**src/rtl/simt_scheduler.sv**
```systemverilog
// simt_scheduler: per-core control FSM for one block of SIMT threads.
// Each lane keeps its own PC; instructions issue to lanes at the minimum live PC.
module simt_scheduler #(
    parameter int THREADS_PER_BLOCK = 4,
    parameter int PC_BITS           = 8,
    parameter int COUNT_BITS        = 16,
    localparam int TCW              = $clog2(THREADS_PER_BLOCK) + 1
) (
    input  logic                                       clk,
    input  logic                                       reset,
    input  logic                                       start,
    input  logic [TCW-1:0]                             thread_count,
    input  logic [2:0]                                 fetcher_state,
    input  logic                                       decoded_mem_read_enable,
    input  logic                                       decoded_mem_write_enable,
    input  logic                                       decoded_ret,
    input  logic [THREADS_PER_BLOCK-1:0][1:0]          lsu_state,
    input  logic [THREADS_PER_BLOCK-1:0][PC_BITS-1:0]  next_pc,
    output logic [2:0]                                 core_state,
    output logic [PC_BITS-1:0]                         current_pc,
    output logic [THREADS_PER_BLOCK-1:0]               active_mask,
    output logic                                       done,
    output logic [COUNT_BITS-1:0]                      instr_count
);

    typedef enum logic [2:0] {
        IDLE    = 3'd0,
        FETCH   = 3'd1,
        DECODE  = 3'd2,
        REQUEST = 3'd3,
        WAIT    = 3'd4,
        EXECUTE = 3'd5,
        UPDATE  = 3'd6,
        DONE    = 3'd7
    } state_t;

    localparam logic [2:0] FETCHED = 3'b010;
    localparam logic [1:0] LSU_REQ = 2'd1;
    localparam logic [1:0] LSU_WAIT = 2'd2;

    state_t                                     state;
    logic [THREADS_PER_BLOCK-1:0][PC_BITS-1:0]  thread_pc;
    logic [THREADS_PER_BLOCK-1:0]               retired;
    logic [THREADS_PER_BLOCK-1:0]               live;
    logic [THREADS_PER_BLOCK-1:0]               retired_after;
    logic [THREADS_PER_BLOCK-1:0]               launch_retired;
    logic [PC_BITS-1:0]                         min_pc;
    logic                                       found;
    logic                                       lsu_busy;
    logic                                       unused_mem;

    // Memory-op flags are informational; per-lane LSU states alone gate WAIT.
    assign unused_mem = decoded_mem_read_enable ^ decoded_mem_write_enable;

    assign core_state = state;
    assign live       = ~retired;
    assign current_pc = min_pc;

    // Minimum PC over live lanes (unsigned); zero when every lane is retired.
    always_comb begin
        min_pc = '0;
        found  = 1'b0;
        for (int i = 0; i < THREADS_PER_BLOCK; i++) begin
            if (live[i] && (!found || thread_pc[i] < min_pc)) begin
                min_pc = thread_pc[i];
                found  = 1'b1;
            end
        end
    end

    // Lanes sitting at the reconvergence PC execute this instruction.
    always_comb begin
        active_mask = '0;
        for (int i = 0; i < THREADS_PER_BLOCK; i++) begin
            active_mask[i] = live[i] && (thread_pc[i] == min_pc);
        end
    end

    // Only active lanes with an outstanding request can hold the FSM in WAIT.
    always_comb begin
        lsu_busy = 1'b0;
        for (int i = 0; i < THREADS_PER_BLOCK; i++) begin
            if (active_mask[i] &&
                (lsu_state[i] == LSU_REQ || lsu_state[i] == LSU_WAIT)) begin
                lsu_busy = 1'b1;
            end
        end
    end

    // Retire set after a RET commits, and the lane-enable pattern at launch.
    always_comb begin
        retired_after = retired | (decoded_ret ? active_mask : '0);
        launch_retired = '0;
        for (int i = 0; i < THREADS_PER_BLOCK; i++) begin
            launch_retired[i] = (TCW'(i) >= thread_count);
        end
    end

    // Control FSM together with the per-lane PC / retire state and counter.
    always_ff @(posedge clk or negedge reset) begin
        if (!reset) begin
            state       <= IDLE;
            thread_pc   <= '0;
            retired     <= '1;
            instr_count <= '0;
            done        <= 1'b0;
        end else begin
            case (state)
                IDLE: begin
                    if (start) begin
                        thread_pc   <= '0;
                        retired     <= launch_retired;
                        instr_count <= '0;
                        if (thread_count == '0) begin
                            state <= DONE;
                            done  <= 1'b1;
                        end else begin
                            state <= FETCH;
                        end
                    end
                end
                FETCH: begin
                    if (fetcher_state == FETCHED) begin
                        state <= DECODE;
                    end
                end
                DECODE:  state <= REQUEST;
                REQUEST: state <= WAIT;
                WAIT: begin
                    if (!lsu_busy) begin
                        state <= EXECUTE;
                    end
                end
                EXECUTE: state <= UPDATE;
                UPDATE: begin
                    for (int i = 0; i < THREADS_PER_BLOCK; i++) begin
                        if (active_mask[i] && !decoded_ret) begin
                            thread_pc[i] <= next_pc[i];
                        end
                    end
                    retired <= retired_after;
                    if (instr_count != '1) begin
                        instr_count <= instr_count + COUNT_BITS'(1);
                    end
                    if (&retired_after) begin
                        state <= DONE;
                        done  <= 1'b1;
                    end else begin
                        state <= FETCH;
                    end
                end
                DONE: begin
                    if (!start) begin
                        state <= IDLE;
                        done  <= 1'b0;
                    end
                end
                default: state <= IDLE;
            endcase
        end
    end

endmodule

```
**config.mk**
```make
export PLATFORM = sky130hd
export DESIGN_NAME = simt_scheduler
export DESIGN_NICKNAME = d
export VERILOG_FILES = /design/src/rtl/simt_scheduler.sv
export SDC_FILE = /design/constraint.sdc
export NUM_CORES = 1
export LEC_CHECK = 0
export BUFFER_PORTS_ARGS = -buffer_cell sky130_fd_sc_hd__buf_4
export CAP_MARGIN = 0
export CORE_UTILIZATION = 57
export DETAILED_ROUTE_END_ITERATION = 8
export PLACE_DENSITY = 0.81
export SETUP_SLACK_MARGIN = 0.5
export SLEW_MARGIN = 20
export SYNTH_ARGS = -nofsm -noshare
export SYNTH_HDL_FRONTEND = slang
export SYNTH_SLANG_ARGS = --single-unit
```
**constraint.sdc**
```tcl
create_clock -name clk -period 8.99 [get_ports clk]
set_clock_uncertainty 0.1 [all_clocks]
set_input_delay 1.798 -clock clk [delete_from_list [all_inputs] [get_ports clk]]
set_output_delay 1.798 -clock clk [all_outputs]
set_load 0.05 [all_outputs]
```
==> results of run 1 <==
==> worst max-delay path, delay by kind of cell (launching register included) <==
family | cells | cell delay (ps)
compound gates | 10 | 2010
simple gates | 5 | 990
fa+ha+maj | 3 | 840
buf+inv | 6 | 790
flops | 1 | 700
mux | 2 | 680
xor+xnor | 1 | 140
==> cell type report <==
cell class              instances  area (um2)
multi-input cells             422        3114
fillers                       596        2004
flip-flops and latches         56        1411
repair buffers                120       935.9
inverters                      42       157.7
well taps                     102       127.6
clock buffers                   5       68.82
clock inverters                 3       27.53
==> cell usage after synthesis (all sizes together), types with 2 or more instances <==
cell	number	area share
nor2b	5	0.0067
o311ai	2	0.0053
nand3	30	0.032
o22ai	2	0.0027
o211ai	13	0.022
nand4	10	0.013
nor3	8	0.0085
o221ai	6	0.013
o2111ai	2	0.0037
ha	22	0.059
and3	7	0.0093
a211oi	3	0.0059
clkbuf	20	0.016
and2	3	0.0040
a221oi	4	0.0088
buf	8	0.014
a22oi	6	0.0096
xor2	19	0.035
o21a	4	0.0064
a22o	2	0.0037
xnor2	22	0.041
nor2	36	0.030
dfrtp	52	0.28
or3	6	0.0080
nand2b	7	0.0093
a2111oi	3	0.0072
a21boi	2	0.0032
nor3b	2	0.0032
a21oi	29	0.032
o41ai	2	0.0077
and4	3	0.0056
nand2	50	0.040
a21o	8	0.013
a31oi	6	0.0080
mux2i	15	0.032
or2	2	0.0027
nor4	5	0.014
a2bb2oi	4	0.0075
inv	42	0.034
dfstp	4	0.022
mux2	10	0.026
o31ai	11	0.021
o211a	3	0.0080
o21ai	36	0.038
==> timing repair <==
action	in CTS	in global routing
gates resized for setup	8	32
setup endpoints to repair	3	4
pin swaps	2	16
buffers inserted	2	15
==> through the flow <==
step | worst slack [ps] | cells
finish | 609.4 | 750
global route | 411.1 | 750
CTS | 504.8 | 735
detailed placement | 622.1 | 725
global placement | 697.3 | 725
floorplan | 525.9 | 548
==> metal layers <==
metal | track usage | up-vias | routed length [um]
met1 | 0.4091 | 2246 | 5547
met4 | 0.1397 | 0 | 577
li1 | - | 2186 | -
met5 | 0 | - | 0
met3 | 0.04187 | 65 | 1076
met2 | 0.5469 | 270 | 6795
==> kinds of logic after synthesis <==
family	Yosys count	synth area share
compound gates	157	0.2471
xor+xnor	41	0.07651
fa+ha+maj	22	0.05865
buf+inv	70	0.06371
flops	56	0.2997
mux	25	0.05838
simple gates	177	0.1959
==> worst paths after layout <==
check	start	endpoint	slack, ps	cells after the start
worst max-delay path	retired[0]	active_mask[1]	610	27
worst min-delay path	retired[3]	retired[3]	450	1
worst max register to register	retired[0]	done	1800	30
worst min register to register	retired[3]	retired[3]	450	1
max in group asynchronous	reset	thread_pc[1]	6870	1
min in group asynchronous	reset	done	1410	1
==> sequential cells by signal, indices dropped and copies added (netlist names) <==
name / cells
instr_count: 16
thread_pc: 32
retired: 4
core_state: 3
done: 1
==> results.cfg, run 1 <==
[run_status]
outcome = finished clean

[clock_network]
cts_buffer_depth = 2
clock-sinks = 56
cts_root_buffer = clkbuf_8
clock_latency_ps = 320
path_clk_slew_ps = 120
cts_made_buffers = 5
cts_tree = done
holdBufCountCts = 0
htreeDepth = 2

[timing]
rsz0062_at_grt = no
setup_viol = 0
fmax_ghz = 0.1193
post-route-period-util = 0.9322
drv_slew = 0
slew_headroom = 0.3610
fin_crit_ps = 8381
finalHoldViolations = 0
hold_slack_ps = 454.3
tns_ps = 0
worst_pin_slew_ps = 958.4

[logic_synthesis]
synth_edf_count = 0
syn-cell-area_um2 = 4693
seq_area_frac_synth = 0.2997
syn_inst = 548
ys_seq_elements = 56
yosysWarnings = 0
synth_flop_cell = dfrtp_1
synth_cell_types = 77
synthArstFlopShare = 1.000
avgSynthCellArea_um2 = 8.564
synth_nets = 622

[worst_setup_path]
crit_type = reg2out
path_max_fanout = 8
cp.arrival_ps = 6480
crit_slowest_cell = dfstp_4
start_kind = flop
worstPathRequired_ps = 7090
end_kind = primary output
crit_top_cell = ha_1
max_stage_delay_ps = 700

[routing]
drt_pass1_iterations = 7
routed_via_density = 6.356
drt-total-wl_um = 14000
ant_nets = 0
vias = 4767
drtIter0Drc = 353
wl_per_cell_um = 18.66
drcViolationCount = 0

[final_layout]
layout_common_cells = 114 x buf_4, 51 x dfrtp_1, 50 x nand2_1
layout.nets = 721
fin_area_um2 = 5843
final_common_cell = buf_4
final_util = 0.7446
num_antenna_cells = 0
synthToLayoutAreaGrowth_pct = 24.50
drive_gt1_frac = 0.2901

[global_routing]
grt_pass1_wl_um = 21870
grt_pass1_vias = 4539
antenna_found_initial = 0
overflow = 0
grtUsageTotal = 0.3216
grt_max_degree = 57

[floorplanning]
die-area_um2 = 8601
rows = 32
io_pins = 84
coreArea_um2 = 7848
die_y_um = 92.74
die_x_um = 92.74
initial_utilization = 0.5981

[place]
dp_hpwl_um = 10180
port_buffers = 81
placed_cell_area_um2 = 5460
routabilityCongestion = 0.9371

[run]
drv_cap = 0

[hold_path]
min_path_type = reg2reg
Power of run 1 is left out: the tool's default activity adds up to more than one toggle a clock period on the data nets, which glitch-free logic cannot reach.
==> run 2: changes to the inputs <==
- CORE_UTILIZATION: 57 -> 30
- PLACE_DENSITY: 0.81 -> default
==> results.cfg, run 2 (same netlist as run 1, synthesis figures left out) <==
[timing]
tns_ps = 0
fmax_ghz = 0.1179
worst_pin_slew_ps = 908.3
fin_crit_ps = 8485
setup_viol = 0
rsz0062_at_grt = yes
slew_headroom = 0.3945
finalHoldViolations = 0
post-route-period-util = 0.9438
drv_slew = 0

[clock_network]
path_clk_slew_ps = 80
clock-sinks = 56
cts_buffer_depth = 2
cts_root_buffer = clkbuf_16
htreeDepth = 2
cts_tree = done
clock_latency_ps = 310
cts_made_buffers = 5

[final_layout]
fillers = 1519
largest_reg_flops = 32
drive_gt1_frac = 0.3273
synthToLayoutAreaGrowth_pct = 34.44
reg_top3 = thread_pc (32), instr_count (16), retired (4)
top_register = thread_pc
num_antenna_cells = 0
layout.nets = 736
layout_common_cells = 129 x buf_4, 50 x dfrtp_1, 49 x nand2_1
final_common_cell = buf_4

[routing]
drt-total-wl_um = 15530
ant_nets = 0
routed_via_density = 5.428
vias = 4744
drt_pass1_iterations = 4
drtIter0Drc = 311
wl_per_cell_um = 17.77
drcViolationCount = 0

[global_routing]
met1_usage = 0.2387
use_met2 = 0.3255
grt_pass1_wl_um = 24350
grt_max_degree = 57
grt-busiest-layer = met2
overflow = 0
grtUsageTotal = 0.1900
antenna_found_initial = 0
grt_pass1_vias = 4709
grtUsageMet3 = 0.03015

[worst_setup_path]
cp_num_buf_inv = 6
crit_slowest_cell = dfstp_4
worstPathRequired_ps = 7090
end_kind = primary output
path_max_fanout = 8
max_stage_delay_ps = 720
crit_top_cell = a21o_1
critPathTopFamily = compound AO/OA/AOI/OAI gates
cp.arrival_ps = 6590
start_kind = flop
crit_type = reg2out

[floorplanning]
initial_utilization = 0.3076
die_x_um = 127.1
coreArea_um2 = 15260
die_y_um = 127.1
die-area_um2 = 16150
rows = 45
io_pins = 84

[run]
drv_cap = 0

[place]
dp_hpwl_um = 11340
port_buffers = 81
routabilityCongestion = 0.9539

[hold_path]
min_path_type = reg2reg

[run_status]
outcome = finished clean
[run 2: cell types whose count changed in the layout (fill, tap and decap cells not counted), sizes merged]
cell | before | now
clkinvlp | 1 | 0
inv | 43 | 45
clkinv | 1 | 0
clkbuf | 6 | 5
buf | 119 | 135
[run 2: worst paths after layout]
kind	end	startpoint	depth (start not counted)	slack, ps
max reg2reg	thread_pc[7]	retired[0]	31	1740
min reg2reg	retired[3]	retired[3]	1	460
max	active_mask[1]	retired[0]	28	510
min	retired[3]	retired[3]	1	460
max in group asynchronous	thread_pc[5]	reset	1	6800
min in group asynchronous	instr_count[10]	reset	1	1440
[run 2: cell type report]
type / instances / area (um2) / area share
multi-input cells: 422 / 3274 / 0.5189
flip-flops and latches: 56 / 1413 / 0.2239
repair buffers: 135 / 1047 / 0.1660
well taps: 211 / 264.0 / 0.04184
inverters: 42 / 157.7 / 0.02499
clock buffers: 5 / 125.1 / 0.01983
clock inverters: 3 / 28.78 / 0.004561
[run 2: timing repair]
item	4_1_cts	5_1_grt
pin swaps	6	24
hold buffers	0	0
setup buffers	9	21
gates resized for setup	23	47
hold endpoints to repair	0	0
setup endpoints to repair	3	3
gates cloned	0	0
[run 2: stage by stage]
stage               cells  hold WS [ps]  setup WS [ps]  cell area (um2)  utilization
finish                874         455.2          505.1             6310       0.4135
detailed placement    836         440.7          463.5             5612       0.3678
CTS                   853         451.6          500.2             5899       0.3866
global placement      836         427.8          559.6             5612       0.3678
global route          874         470.7          279.9             6310       0.4135
floorplan             548         411.6          525.9             4693            -
[run 2: worst reg2reg max path, delay by kind of cell (launching register included)]
family / cells / cell delay (ps)
adders and majority gates: 3 / 570
buffers and inverters: 7 / 900
AOI/OAI and AO/OA: 13 / 3180
DFF: 1 / 720
muxes: 2 / 550
and+or+nand+nor: 6 / 1090
[run 2: routing by layer]
layer | vias to the layer above | part of all wire
met1 | 2304 | 0.42
li1 | 2227 | -
met3 | 34 | 0.065
met5 | - | 0
met2 | 179 | 0.49
met4 | 0 | 0.028
Power of run 2 is left out for the same reason.
==> run 3: changes to the inputs <==
- ABC_CLOCK_PERIOD_IN_PS: default -> 8990
- CORE_UTILIZATION: 30 -> 33
- HOLD_SLACK_MARGIN: default -> 0.05
==> results.cfg, run 3 (same netlist as run 1, synthesis figures left out) <==
[clock_network]
cts_root_buffer = clkbuf_16
cts_tree = done
path_clk_slew_ps = 80
clock-sinks = 56
clock_latency_ps = 310
cts_made_buffers = 5
cts_buffer_depth = 2
htreeDepth = 2

[floorplanning]
die_x_um = 121.3
io_pins = 84
rows = 43
die-area_um2 = 14700
initial_utilization = 0.3381
die_y_um = 121.3
coreArea_um2 = 13880

[global_routing]
grt_pass1_vias = 4617
overflow = 0
grtUsageTotal = 0.2028
antenna_found_initial = 0
grt_max_degree = 57
grt_pass1_wl_um = 23460

[timing]
tns_ps = 0
slew_headroom = 0.3883
worst_pin_slew_ps = 917.6
setup_viol = 0
fin_crit_ps = 8357
rsz0062_at_grt = no
drv_slew = 0
fmax_ghz = 0.1197
post-route-period-util = 0.9296
finalHoldViolations = 0

[run_status]
outcome = finished clean

[final_layout]
drive_gt1_frac = 0.3171
final_common_cell = buf_4
layout.nets = 729
top_register = thread_pc
fin_cells = 836
reg_top3 = thread_pc (32), instr_count (16), retired (4)
layout_common_cells = 120 x buf_4, 49 x nand2_1, 49 x dfrtp_1
largest_reg_flops = 32
num_antenna_cells = 0
synthToLayoutAreaGrowth_pct = 31.59

[place]
place_inst = 805
port_buffers = 81
dp_hpwl_um = 10870
routabilityCongestion = 0.9585

[routing]
m1WireLength_um = 6177
drtIter0Drc = 275
routed_via_density = 5.636
drt_pass1_iterations = 5
drcViolationCount = 0
met3_length_um = 986
route.met2.wl_um = 7361
wl_per_cell_um = 17.93
vias = 4712
maxUsedRoutingLayer = met4
ant_nets = 0
drt-total-wl_um = 14990

[worst_setup_path]
start_kind = flop
crit_type = reg2out
r2r_setup_slack_ps = 1730
path_max_fanout = 8
end_kind = primary output
cp.arrival_ps = 6460
r2r_cells = 29
worstPathRequired_ps = 7090

[hold_path]
min_path_type = reg2reg
holdPathStages = 1

[run]
drv_cap = 0
[run 3: path summary, 6_finish.rpt]
check | start | end
worst max-delay path | retired[0] | active_mask[2]
worst min-delay path | retired[3] | retired[3]
worst max register to register | retired[0] | done
worst min register to register | retired[3] | retired[3]
max in group asynchronous | reset | thread_pc[5]
min in group asynchronous | reset | instr_count[6]
[run 3: per-stage QoR]
stage	setup slack, ps	util	instance area, um2	hold WS [ps]
2_1_floorplan	525.9	-	4693	411.6
3_3_place_gp	410.6	0.4015	5573	427.4
3_5_place_dp	362.2	0.4015	5573	434.2
4_1_cts	536.9	0.4199	5828	446.9
5_1_grt	349.9	0.4449	6176	465.4
6_report	632.7	0.4449	6176	446.3
[run 3: critical path, cell delays in order (launching register included)]
cell,delay [ps]
dfstp_4,700
nor2b_4,60
inv_1,70
ha_2,260
o211ai_1,230
buf_4,160
o211a_4,210
o211ai_1,110
and3_4,210
ha_1,290
a211oi_1,80
o21a_1,210
a211o_1,360
o31ai_4,330
buf_4,190
mux2_4,320
ha_4,230
a21o_1,190
a21oi_2,150
o221ai_2,110
a21o_1,210
a21o_4,210
buf_4,160
o31ai_1,360
o22ai_2,140
nor4_4,370
buf_6,210
[run 3: what timing repair did]
item,CTS,global route
endpoints found under the setup margin,5,3
gates resized for setup,4,62
pin swaps,3,19
cloned,1,0
buffers inserted,10,12
hold buffers,0,0
[run 3: layout make-up]
class	instances	area, um2
inverters	42	157.7
clock buffers	5	125.1
clock inverters	3	28.78
fillers	1362	7705
repair buffers	127	983.4
multi-input cells	423	3242
well taps	180	225.2
flip-flops and latches	56	1414
[run 3: routing by layer]
metal  GRT usage  up-vias
met1      0.2598     2263
met3     0.02961       50
met5           0        -
met4     0.08642        0
met2      0.3389      193
li1            -     2206
Power of run 3 is left out for the same reason.
